<file path="config.mk">
export PLATFORM = sky130hd
export DESIGN_NAME = reg_file
export DESIGN_NICKNAME = d
export VERILOG_FILES = /design/src/rtl/reg_file_pkg.sv /design/src/rtl/reg_file_scoreboard.sv /design/src/rtl/reg_file.sv
export SDC_FILE = /design/constraint.sdc
export NUM_CORES = 2
export LEC_CHECK = 0
export BUFFER_PORTS_ARGS = -buffer_cell sky130_fd_sc_hd__buf_2
export CORE_ASPECT_RATIO = 1.1
export CORE_MARGIN = 1.5
export CORE_UTILIZATION = 48
export DETAILED_ROUTE_END_ITERATION = 8
export REMOVE_ABC_BUFFERS = 1
export SLEW_MARGIN = 40
export SYNTH_ARGS = -nofsm -noshare
export SYNTH_HDL_FRONTEND = slang
export SYNTH_SLANG_ARGS = --single-unit
</file>
<file path="constraint.sdc">
create_clock -name clk -period 2.5 [get_ports clk]
set_input_delay 0.125 -clock clk [delete_from_list [all_inputs] [get_ports clk]]
set_output_delay 0.125 -clock clk [all_outputs]
set_load 0.05 [all_outputs]
</file>
<file path="src/rtl/reg_file_pkg.sv">
// ----------------------------------------------------------------------------
// Shared type packages for the MIPS register file slice.
//
//   Types        : datapath-wide word type (reg_t), shared with the ALU.
//   RegFileType  : register-file geometry (NREGS, ADDR_W), the hardwired
//                  zero register index and the register address type.
//
// No ports; imported by reg_scoreboard and reg_file.
// ----------------------------------------------------------------------------
package Types;
    typedef logic [31:0] reg_t;
endpackage

package RegFileType;
    localparam int NREGS  = 32;
    localparam int ADDR_W = $clog2(NREGS);

    typedef logic [ADDR_W-1:0] reg_addr_t;

    localparam reg_addr_t ZERO_REG = '0;
endpackage

</file>
<file path="src/rtl/reg_file_scoreboard.sv">
// ----------------------------------------------------------------------------
// reg_scoreboard
//
// Tracks which architectural registers have a result still in flight
// through the ALU. An issuing instruction marks its destination pending.
// Any writeback clears its destination, including an overflowing one that
// is never committed. When both happen to one register on one edge, the
// set wins because the newer producer is still outstanding.
//
// Ports:
//   clk, rst_n           : clock, asynchronous active-low reset
//   issue_we, issue_addr : destination of the issuing instruction
//   stall                : issue is being held; suppresses the set
//   wb_we, wb_addr       : writeback this cycle (clears pending)
//   rs_addr, rt_addr     : source operand addresses
//   rs_busy, rt_busy     : source register is pending (never for r0)
// ----------------------------------------------------------------------------
module reg_scoreboard
    import RegFileType::*;
#(
    parameter int NREGS  = RegFileType::NREGS,
    parameter int ADDR_W = RegFileType::ADDR_W
) (
    input  logic              clk,
    input  logic              rst_n,
    input  logic              issue_we,
    input  logic [ADDR_W-1:0] issue_addr,
    input  logic              stall,
    input  logic              wb_we,
    input  logic [ADDR_W-1:0] wb_addr,
    input  logic [ADDR_W-1:0] rs_addr,
    input  logic [ADDR_W-1:0] rt_addr,
    output logic              rs_busy,
    output logic              rt_busy
);

    logic [NREGS-1:0] pending;
    logic [NREGS-1:0] pending_next;

    // The set is applied after the clear so that it takes priority
    // when both target the same register on the same edge.
    always_comb begin
        pending_next = pending;
        if (wb_we) begin
            pending_next[wb_addr] = 1'b0;
        end
        if (issue_we && !stall && (issue_addr != ZERO_REG)) begin
            pending_next[issue_addr] = 1'b1;
        end
    end

    // Pending vector register; reset drops every in-flight result.
    always_ff @(posedge clk or negedge rst_n) begin
        if (!rst_n) begin
            pending <= '0;
        end else begin
            pending <= pending_next;
        end
    end

    assign rs_busy = (rs_addr != ZERO_REG) && pending[rs_addr];
    assign rt_busy = (rt_addr != ZERO_REG) && pending[rt_addr];

endmodule

</file>
<file path="src/rtl/reg_file.sv">
// ----------------------------------------------------------------------------
// reg_file
//
// Architectural register file feeding the ALU. Two combinational read
// ports supply operands a/b, one write port takes the ALU's result a cycle
// after issue. A pending scoreboard (reg_scoreboard) holds dependent
// issues until the producing result has come back. Overflowing results
// are discarded and reported on ovf_trap one cycle later.
//
// Build option:
//   REGFILE_BYPASS_EN : forward same-cycle writeback data to rs_data/rt_data
//                       and suppress the stall for the forwarded operand.
//                       Undefined: operands come from storage only.
//
// Ports:
//   clk, rst_n                  : clock, asynchronous active-low reset
//   rs_addr/rs_data             : operand A read port
//   rt_addr/rt_data             : operand B read port
//   issue_we, issue_addr        : instruction writing back next cycle
//   wb_we, wb_addr, wb_data     : ALU writeback
//   wb_overflow                 : ALU overflow flag for wb_data
//   stall                       : source operand not yet available
//   ovf_trap                    : one-cycle pulse after a discarded write
//   dbg_addr/dbg_data           : debug read port, never bypassed
// ----------------------------------------------------------------------------
module reg_file
    import Types::*;
    import RegFileType::*;
#(
    parameter int NREGS  = RegFileType::NREGS,
    parameter int ADDR_W = RegFileType::ADDR_W
) (
    input  logic              clk,
    input  logic              rst_n,
    input  logic [ADDR_W-1:0] rs_addr,
    input  logic [ADDR_W-1:0] rt_addr,
    output reg_t              rs_data,
    output reg_t              rt_data,
    input  logic              issue_we,
    input  logic [ADDR_W-1:0] issue_addr,
    input  logic              wb_we,
    input  logic [ADDR_W-1:0] wb_addr,
    input  reg_t              wb_data,
    input  logic              wb_overflow,
    output logic              stall,
    output logic              ovf_trap,
    input  logic [ADDR_W-1:0] dbg_addr,
    output reg_t              dbg_data
);

    reg_t regs [NREGS];

    logic wr_en;
    logic rs_busy;
    logic rt_busy;
    logic fwd_rs;
    logic fwd_rt;
    reg_t rs_stored;
    reg_t rt_stored;

    assign wr_en = wb_we && (wb_addr != ZERO_REG) && !wb_overflow;

    // Register storage. r0 is never written, so it stays at its reset zero.
    always_ff @(posedge clk or negedge rst_n) begin
        if (!rst_n) begin
            for (int i = 0; i < NREGS; i++) begin
                regs[i] <= '0;
            end
        end else if (wr_en) begin
            regs[wb_addr] <= wb_data;
        end
    end

    // Trap pulse: one cycle per discarded writeback, so consecutive
    // overflows produce consecutive pulses.
    always_ff @(posedge clk or negedge rst_n) begin
        if (!rst_n) begin
            ovf_trap <= 1'b0;
        end else begin
            ovf_trap <= wb_we && wb_overflow;
        end
    end

    reg_scoreboard #(
        .NREGS  (NREGS),
        .ADDR_W (ADDR_W)
    ) u_scoreboard (
        .clk        (clk),
        .rst_n      (rst_n),
        .issue_we   (issue_we),
        .issue_addr (issue_addr),
        .stall      (stall),
        .wb_we      (wb_we),
        .wb_addr    (wb_addr),
        .rs_addr    (rs_addr),
        .rt_addr    (rt_addr),
        .rs_busy    (rs_busy),
        .rt_busy    (rt_busy)
    );

    assign rs_stored = (rs_addr == ZERO_REG) ? '0 : regs[rs_addr];
    assign rt_stored = (rt_addr == ZERO_REG) ? '0 : regs[rt_addr];

`ifdef REGFILE_BYPASS_EN
    // Forward exactly the writes that will commit; wr_en already
    // excludes r0 and overflowing results.
    assign fwd_rs = wr_en && (wb_addr == rs_addr);
    assign fwd_rt = wr_en && (wb_addr == rt_addr);
    assign rs_data = fwd_rs ? wb_data : rs_stored;
    assign rt_data = fwd_rt ? wb_data : rt_stored;
`else
    assign fwd_rs = 1'b0;
    assign fwd_rt = 1'b0;
    assign rs_data = rs_stored;
    assign rt_data = rt_stored;
`endif

    // Stall depends only on addresses, pending state and the writeback
    // inputs, never on issue_*, so gating the set with it forms no loop.
    assign stall = (rs_busy && !fwd_rs) || (rt_busy && !fwd_rt);

    assign dbg_data = (dbg_addr == ZERO_REG) ? '0 : regs[dbg_addr];

endmodule
</file>
==> out/results.ini <==
[timing]
slew_headroom_pct=52.12
setup_viol=97
layout_min_cycle_time_ps=2812
worst_slack_ps=-312.1
skew_ps=27.41
rsz0062_at_grt=true
max_freq_mhz=355.6
setup-tns-final_ps=-17080
hold_viol_final=0
finalCritPeriodShare_pct=112.5
worst_pin_slew_ps=718.2
finalMaxSlewViolations=0

[clocking]
cts_buffer_depth=3
cts_sinks=1057
cts_buffers=117
htreeDepth=3
clock_latency_ps=760
cts_tree=done
cts-root-buf=clkbuf_16
clkTransAtPathRegs_ps=60

[run_status]
status=finished, violations left
violations=negative setup slack

[power_and_ir_drop]
power_density_nw_per_um2=682.6
peakVddDrop_uv=663.4
p_leak_nw=33.08
power_mw=52.23

[die]
initial_core_util_pct=48.48
die_w_um=352.2
core-area_um2=132800
rows=140
die-area_um2=136300
ioPinCount=160
die_h_um=387.1

[place]
place_congestion=0.8316
hpwlAfterDp_mm=133.1
place_area_um2=69980
numPortBuffers=159

[synthesis]
synth_seq_area_share_pct=41.09
synth_cell_types=43
synth-seq-cells=1057
synth_area_um2=64370
synth_warnings=0
syn_inst=4060
syn_area_per_cell_um2=15.85

[route]
vias=42494
totalWireLength_mm=218.0
first_pass_iters=7
vias_per_cell=6.908
drc_errors=0
antenna_left=0
wl_per_cell_um=35.44
drt_iter0_markers=3847

[global_route]
grt_use_total_pct=32.16
grt-ovfl-total=0
antenna_found_initial=3
first_global_vias=44097
grt_max_degree=112
grt_pass1_wl_mm=320.1

[finish]
mostFrequentLayoutCell=dfrtp_1
fin_nets=4339
post-route-util_pct=57.62
area_growth_pct=18.86
multi_input_comb_area_um2=37080
final_area_um2=76510
drive_gt1_share_pct=64.43
seq_area_um2=26450
fillCellCount=10468
final_cell_mix=dfrtp_1 (1056), mux2_2 (981), mux4_2 (859), buf_4 (254), mux2i_1 (160)

[flow_run]
drv_cap=0

[worst_hold_path]
holdPathStages=2
holdCritStartpoint=wb_data[14]
min-delay-path-class=in -> reg

[worst_setup_path]
crit_required_ps=2380
r2r-start=u_scoreboard.pending[14]
path_max_fanout=4
worstSetupEndpointType=output pin
start_kind=register
cp.arrival_ps=2690
startpoint=regs[919]
critical_path_class=reg -> out
r2r_cells=7

==> stage by stage <==
step           std cells  setup WS, ps  hold slack [ps]
2_1_floorplan       3560         -1425           -170.6
3_3_place_gp        5862        -127.6            79.11
3_5_place_dp        5862        -107.8            78.70
4_1_cts             6135        -362.1            2.129
5_1_grt             6151        -359.9            58.93
6_report            6151        -312.1            44.09
==> report_power, final <==
group | leakage, nW | internal [mW] | switching [mW]
registers | 14.1 | 19.4 | 2.19
clock network | 1.94 | 10.5 | 7.59
logic | 17.1 | 7.11 | 5.50
total | 33.1 | 36.9 | 15.3
==> flip-flops by register name, summed over array words and instances (netlist names) <==
register	count
u_scoreboard.pending	32
ovf_trap	1
regs	1024
==> critical path, cell delays in order (launching register included) <==
cell and delay [ps]:
dfrtp_1 420, mux4_2 500, mux4_2 510, mux2i_1 160
buf_4 170, nor2_2 40, buf_6 160
==> synthesized netlist by cell type (all sizes together) <==
cell type / count / share of area (%)
nor4: 1 / 0.033
o221ai: 29 / 0.39
nand2: 21 / 0.12
and3: 4 / 0.039
a21oi: 25 / 0.19
or3b: 5 / 0.068
o22a: 1 / 0.014
o21a: 1 / 0.012
or4: 3 / 0.041
nor3: 30 / 0.25
o32a: 1 / 0.016
nor3b: 1 / 0.012
mux2: 1050 / 19
nor2: 89 / 0.52
o21ai: 31 / 0.24
inv: 5 / 0.029
buf: 241 / 2.0
o31ai: 31 / 0.36
dfrtp: 1057 / 41
o22ai: 30 / 0.29
a22o: 2 / 0.027
a221oi: 33 / 0.45
nor2b: 6 / 0.058
o311ai: 1 / 0.041
and2: 4 / 0.039
mux2i: 185 / 2.9
nand3b: 8 / 0.093
a211oi: 4 / 0.047
nand2b: 9 / 0.087
a211o: 25 / 0.34
or3: 3 / 0.029
o21bai: 1 / 0.012
nand3: 5 / 0.039
clkbuf: 259 / 1.5
mux4: 859 / 30
==> path summary, 6_finish.rpt <==
kind                       slack [ps]                      end
max                              -310             dbg_data[23]
min                                40                regs[878]
max reg2reg                       140  u_scoreboard.pending[9]
min reg2reg                       410               regs[1008]
max in group asynchronous        1660                regs[910]
min in group asynchronous         120                regs[735]
==> area by class of cell <==
cell class / count / area share [%]
clock inverters: 52 / 0.7179
well taps: 1775 / 2.903
inverters: 5 / 0.02453
multi-input cells: 2498 / 48.47
clock buffers: 165 / 4.488
diodes: 1 / 0.003271
flip-flops and latches: 1057 / 34.57
repair buffers: 598 / 8.823
==> cells by family after synthesis <==
| kind of cell | Yosys count | synth area share [%] |
|---|---|---|
| multiplexers | 2094 | 51.48 |
| flip-flops | 1057 | 41.09 |
| AO/OA/AOI/OAI | 215 | 2.439 |
| AND/OR/NAND/NOR | 189 | 1.429 |
| buffers and inverters | 505 | 3.565 |
==> layer usage <==
| metal | up-vias | routed length [um] | GRT usage (%) |
|---|---|---|---|
| li1 | 16806 | - | - |
| met1 | 23349 | 88220 | 44.04 |
| met2 | 1891 | 104600 | 51.55 |
| met3 | 448 | 15250 | 5.150 |
| met4 | 0 | 9919 | 12.99 |
| met5 | - | 0 | 0 |
==> what timing repair did <==
action	in CTS	in global routing
hold buffers	45	0
setup endpoints to repair	97	135
hold endpoints to repair	1664	0
resized for setup	362	57
pin swaps	54	44
cloned	1	3
setup buffers	22	13
Power figures use the tool's default switching activity.
